$ cat src/rtl/cpu_control_fsm.sv
// Instruction-register holder and MOV/ALU sequencer for the 16-bit datapath.
// Moore machine: all strobes are decoded from the current state and the IR.
module cpu_control_fsm #(
   parameter int unsigned DATA_W     = 16,
   parameter int unsigned REG_ADDR_W = 3
) (
   input  logic                  clk,
   input  logic                  reset,
   input  logic                  s,
   input  logic                  load,
   input  logic [15:0]           in,
   output logic                  w,
   output logic [REG_ADDR_W-1:0] readnum,
   output logic [REG_ADDR_W-1:0] writenum,
   output logic                  write,
   output logic [1:0]            vsel,
   output logic                  loada,
   output logic                  loadb,
   output logic                  loadc,
   output logic                  loads,
   output logic                  asel,
   output logic                  bsel,
   output logic [1:0]            shift,
   output logic [1:0]            ALUop,
   output logic [DATA_W-1:0]     sximm8,
   output logic [DATA_W-1:0]     sximm5
);

   typedef enum logic [2:0] {
      S_WAIT, S_DECODE, S_WR_IMM, S_GET_A, S_GET_B, S_EXEC, S_WR_REG
   } state_t;

   state_t      state_q, state_d;
   logic [15:0] ir_q, ir_d;

   logic [2:0] opcode, rn, rd, rm;
   logic [1:0] op, sh;
   logic       is_mov_imm, is_mov_reg, is_alu, is_cmp, is_mvn;

   assign opcode = ir_q[15:13];
   assign op     = ir_q[12:11];
   assign rn     = ir_q[10:8];
   assign rd     = ir_q[7:5];
   assign sh     = ir_q[4:3];
   assign rm     = ir_q[2:0];

   assign is_mov_imm = (opcode == 3'b110) && (op == 2'b10);
   assign is_mov_reg = (opcode == 3'b110) && (op == 2'b00);
   assign is_alu     = (opcode == 3'b101);
   assign is_cmp     = is_alu && (op == 2'b01);
   assign is_mvn     = is_alu && (op == 2'b11);

   assign sximm8 = {{(DATA_W-8){ir_q[7]}}, ir_q[7:0]};
   assign sximm5 = {{(DATA_W-5){ir_q[4]}}, ir_q[4:0]};

   always_ff @(posedge clk or posedge reset) begin
      if (reset) begin
         state_q <= S_WAIT;
         ir_q    <= '0;
      end else begin
         state_q <= state_d;
         ir_q    <= ir_d;
      end
   end

   always_comb begin
      state_d = state_q;
      ir_d    = ir_q;
      unique case (state_q)
         S_WAIT: begin
            if (load) ir_d = in;
            if (s) state_d = S_DECODE;
         end
         S_DECODE: begin
            // Unknown encodings fall straight back to WAIT with no strobes.
            if (is_mov_imm)                state_d = S_WR_IMM;
            else if (is_mov_reg || is_mvn) state_d = S_GET_B;
            else if (is_alu)               state_d = S_GET_A;
            else                           state_d = S_WAIT;
         end
         S_WR_IMM: state_d = S_WAIT;
         S_GET_A:  state_d = S_GET_B;
         S_GET_B:  state_d = S_EXEC;
         S_EXEC:   state_d = is_cmp ? S_WAIT : S_WR_REG;
         S_WR_REG: state_d = S_WAIT;
         default:  state_d = S_WAIT;
      endcase
   end

   always_comb begin
      w        = 1'b0;
      readnum  = '0;
      writenum = '0;
      write    = 1'b0;
      vsel     = 2'b00;
      loada    = 1'b0;
      loadb    = 1'b0;
      loadc    = 1'b0;
      loads    = 1'b0;
      asel     = 1'b0;
      bsel     = 1'b0;
      shift    = 2'b00;
      ALUop    = 2'b00;
      unique case (state_q)
         S_WAIT: w = 1'b1;
         S_WR_IMM: begin
            vsel     = 2'b01;
            write    = 1'b1;
            writenum = REG_ADDR_W'(rn);
         end
         S_GET_A: begin
            readnum = REG_ADDR_W'(rn);
            loada   = 1'b1;
         end
         S_GET_B: begin
            readnum = REG_ADDR_W'(rm);
            loadb   = 1'b1;
            shift   = sh;
         end
         S_EXEC: begin
            shift = sh;
            ALUop = is_mov_reg ? 2'b00 : op;
            asel  = is_mov_reg;
            loads = is_cmp;
            loadc = !is_cmp;
         end
         S_WR_REG: begin
            write    = 1'b1;
            writenum = REG_ADDR_W'(rd);
         end
         default: ;
      endcase
   end

endmodule
$ cat config.mk
export PLATFORM = sky130hd
export DESIGN_NAME = cpu_control_fsm
export DESIGN_NICKNAME = d
export VERILOG_FILES = /design/src/rtl/cpu_control_fsm.sv
export SDC_FILE = /design/constraint.sdc
export NUM_CORES = 1
export LEC_CHECK = 0
export BUFFER_PORTS_ARGS = -buffer_cell sky130_fd_sc_hd__clkbuf_2
export CAP_MARGIN = 10
export CORE_MARGIN = 10
export CORE_UTILIZATION = 44
export CTS_CLUSTER_SIZE = 40
export DETAILED_ROUTE_END_ITERATION = 12
export PLACE_DENSITY = 0.86
export SYNTH_ARGS = -nofsm -noshare
export SYNTH_HDL_FRONTEND = slang
export SYNTH_SLANG_ARGS = --single-unit
$ cat constraint.sdc
create_clock -name clk -period 1.9 [get_ports clk]
set_clock_uncertainty 0.1 [all_clocks]
set_input_delay 0.19 -clock clk [delete_from_list [all_inputs] [get_ports clk]]
set_output_delay 0.19 -clock clk [all_outputs]
set_load 0.005 [all_outputs]
==> results.json <==
{
  "status": "complete, no violations",
  "ys_seq_area_frac": 0.365,
  "cts_root_buf": "clkbuf_4",
  "ir_worst_vdd_uv": 982,
  "finalSetupViolations": 0,
  "io_buffers": 69,
  "synth_top_family_by_area": "buffers and inverters",
  "die_area_mm2": 0.00553,
  "row_count": 19,
  "stdcell_count": 192,
  "synth_area_mm2": 0.00130,
  "grt_pass1_wl_mm": 4.89,
  "synthAdderAreaFrac": 0,
  "place_congestion": 0.845,
  "cts_tree": "yes",
  "vias_per_cell": 4.94,
  "yosys.area_share.xor_xnor": 0,
  "post_cts_buffers": 0,
  "layout-drive-gt1-share": 0.609,
  "seqPwrFrac": 0.391,
  "p_int_mw": 1.40,
  "critPathMaxStageDelay_ps": 470,
  "clock_latency_ps": 290,
  "place_area_mm2": 0.00141,
  "grt_pass1_vias": 1051,
  "grt_usage": 0.109,
  "rr_endpoint": "ir_q[6]",
  "tightestPinTransition_ps": 695,
  "synthMuxAreaShare": 0.190,
  "r2r_start": "state_q[0]",
  "arrival_ps": 1510,
  "p_sw_frac": 0.391,
  "clk_pin_slew_ps": 100,
  "worstPathMaxFanout": 8,
  "fin_crit_ps": 1800,
  "pwr-share-clk": 0.085,
  "synth_compound_area_frac": 0.0548,
  "drv_slew": 0,
  "power_density_mw_per_mm2": 1570,
  "dp_worst_setup_slack_ps": 202,
  "htreeDepth": 1,
  "slowest_stage": "dfrtp_2",
  "syn_inst": 122,
  "grt.overflow.total": 0,
  "path_cells": "and2b_2, nor2b_4, a22o_1, clkbuf_2",
  "end_kind": "output port",
  "pin_count": 72,
  "synth_cell_types": 34,
  "ys_warn_count": 0,
  "fmax_mhz": 554,
  "critPathKind": "flop to output port",
  "post-dp-hpwl_mm": 2.57,
  "drt_iter0_drc": 12,
  "period_share": 0.949,
  "drc": 0,
  "relSlewSlack": 0.536,
  "ys_ff_latch": 19,
  "cts_made_buffers": 3,
  "grt_start_max_net_pins": 20,
  "cp.buffers_inverters": 1,
  "firstDrtPassIters": 4,
  "yosys.area_share.simple": 0.154,
  "vias": 948,
  "start_kind": "flop",
  "seq_area_um2": 479,
  "coreArea_mm2": 0.00278,
  "cap_violations": 0,
  "p_sw_mw": 0.896,
  "wl_per_cell_um": 15.7,
  "r2r_cells": 3,
  "ant_nets": 0,
  "hold_class": "input pin to flop",
  "pwr-share-comb": 0.523,
  "worst_ep_required_time_ps": 1610,
  "clk_path_buf_depth": 2,
  "hold_depth": 2,
  "dieHeight_um": 74.4,
  "holdPathEnd": "ir_q[0]",
  "antenna_cells": 0,
  "die_w_um": 74.4,
  "ff2ff_setup_slack_ps": 250,
  "final_net_count": 182,
  "start_util": 0.468,
  "p_leak_nw": 0.770,
  "whs_ps": 24.5,
  "antenna_found_initial": 0,
  "clock_sinks": 19,
  "min_from": "in[0]",
  "wl_mm": 3.01,
  "area_growth_pct": 11.9,
  "fin_area_mm2": 0.00146,
  "syn_avg_cell_area_um2": 10.7,
  "fill_cells": 264,
  "hold_viol": 0,
  "rsz0062_at_grt": "false",
  "dp_cells": 187,
  "multi_input_area_um2": 534,
  "path_delay_family": "flip-flops",
  "setup_ws_ps": 96.3,
  "tns_ps": 0
}
-- Yosys cell counts --
| library cell | number | area, µm² |
|---|---|---|
| a211oi_1 | 1 | 7.51 |
| a22o_1 | 3 | 26.3 |
| a22oi_2 | 1 | 12.5 |
| and2_1 | 2 | 12.5 |
| and2_4 | 1 | 8.76 |
| and2b_2 | 1 | 8.76 |
| and3_1 | 2 | 12.5 |
| and4b_1 | 1 | 10.0 |
| buf_12 | 1 | 20.0 |
| buf_2 | 1 | 5.00 |
| buf_4 | 34 | 255 |
| buf_6 | 1 | 11.3 |
| clkbuf_1 | 1 | 3.75 |
| conb_1 | 1 | 3.75 |
| dfrtp_1 | 19 | 475 |
| inv_1 | 2 | 7.51 |
| mux2_2 | 6 | 67.6 |
| mux2_4 | 10 | 150 |
| mux2i_1 | 3 | 30.0 |
| nand2_1 | 5 | 18.8 |
| nand2b_1 | 2 | 12.5 |
| nand3b_1 | 1 | 7.51 |
| nand4_1 | 1 | 6.26 |
| nor2_1 | 8 | 30.0 |
| nor2b_1 | 1 | 6.26 |
| nor3_1 | 3 | 15.0 |
| nor3_2 | 1 | 10.0 |
| nor3b_1 | 2 | 15.0 |
| nor4b_1 | 1 | 8.76 |
| o211ai_1 | 1 | 7.51 |
| o21ai_0 | 2 | 10.0 |
| o21bai_1 | 1 | 7.51 |
| or2b_1 | 1 | 7.51 |
| or4b_1 | 1 | 10.0 |
-- through the flow --
| stage | power [mW] | utilization |
|---|---|---|
| global placement | 2.08 | 0.507 |
| CTS | 2.33 | 0.521 |
| detailed placement | 2.12 | 0.507 |
| global route | 2.50 | 0.524 |
| floorplan | 2.03 | - |
| finish | 2.29 | 0.524 |
-- layer usage --
| metal | GRT usage | up-vias | wire (µm) |
|---|---|---|---|
| li1 | - | 454 | - |
| met3 | 0.0532 | 2 | 397 |
| met2 | 0.184 | 51 | 1500 |
| met5 | 0 | - | 0 |
| met1 | 0.120 | 441 | 1090 |
| met4 | 0.0285 | 0 | 11 |
-- power by group through the flow --
stage	logic, mW	clock network (mW)	registers (mW)
finish	1.20	0.196	0.897
global route	1.32	0.222	0.959
CTS	1.23	0.203	0.895
detailed placement	1.22	0	0.897
global placement	1.20	0	0.881
floorplan	1.22	0	0.806
-- flip-flops by register name, indices dropped and copies added, names as in the netlist --
register	flops
ir_q	16
state_q	3
-- repair_timing --
action	CTS	global route
hold buffers	1	0
endpoints found under the setup margin	3	3
gates resized for setup	2	3
endpoints found under the hold margin	19	0
-- kinds of logic (layout without fill, tap and decap cells) --
family | Yosys count | in the layout
other cells | 1 | 2
buf+inv | 40 | 78
mux | 19 | 19
simple gates | 34 | 34
flops | 19 | 19
compound gates | 9 | 9
-- area by class of cell --
class                           count  share of cell area
Inverter                            2             0.00515
Clock buffer                        4              0.0180
Tap cell                           31              0.0266
Multi-Input combinational cell     64               0.367
Sequential cell                    19               0.329
Timing Repair Buffer               72               0.254
-- cell usage in the layout (no fill, tap or decap), types with 3 or more instances in the layout --
master | netlist | layout
nor2_1 | 8 | 8
mux2_4 | 10 | 10
dfrtp_1 | 19 | 16
nand2_1 | 5 | 5
clkbuf_2 | 0 | 69
mux2_2 | 6 | 6
clkbuf_4 | 0 | 3
mux2i_1 | 3 | 3
nor3_1 | 3 | 3
a22o_1 | 3 | 3
dfrtp_2 | 0 | 3
-- how the worst max path moves through the flow --
stage,start,end,cells after the start
finish,state_q[2],readnum[1],4
global route,state_q[1],readnum[1],4
CTS,state_q[2],readnum[2],4
detailed placement,state_q[2],ir_q[6],3
global placement,state_q[0],ir_q[4],3
floorplan,state_q[2],ir_q[0],5
(Power assumes the default switching activity.)
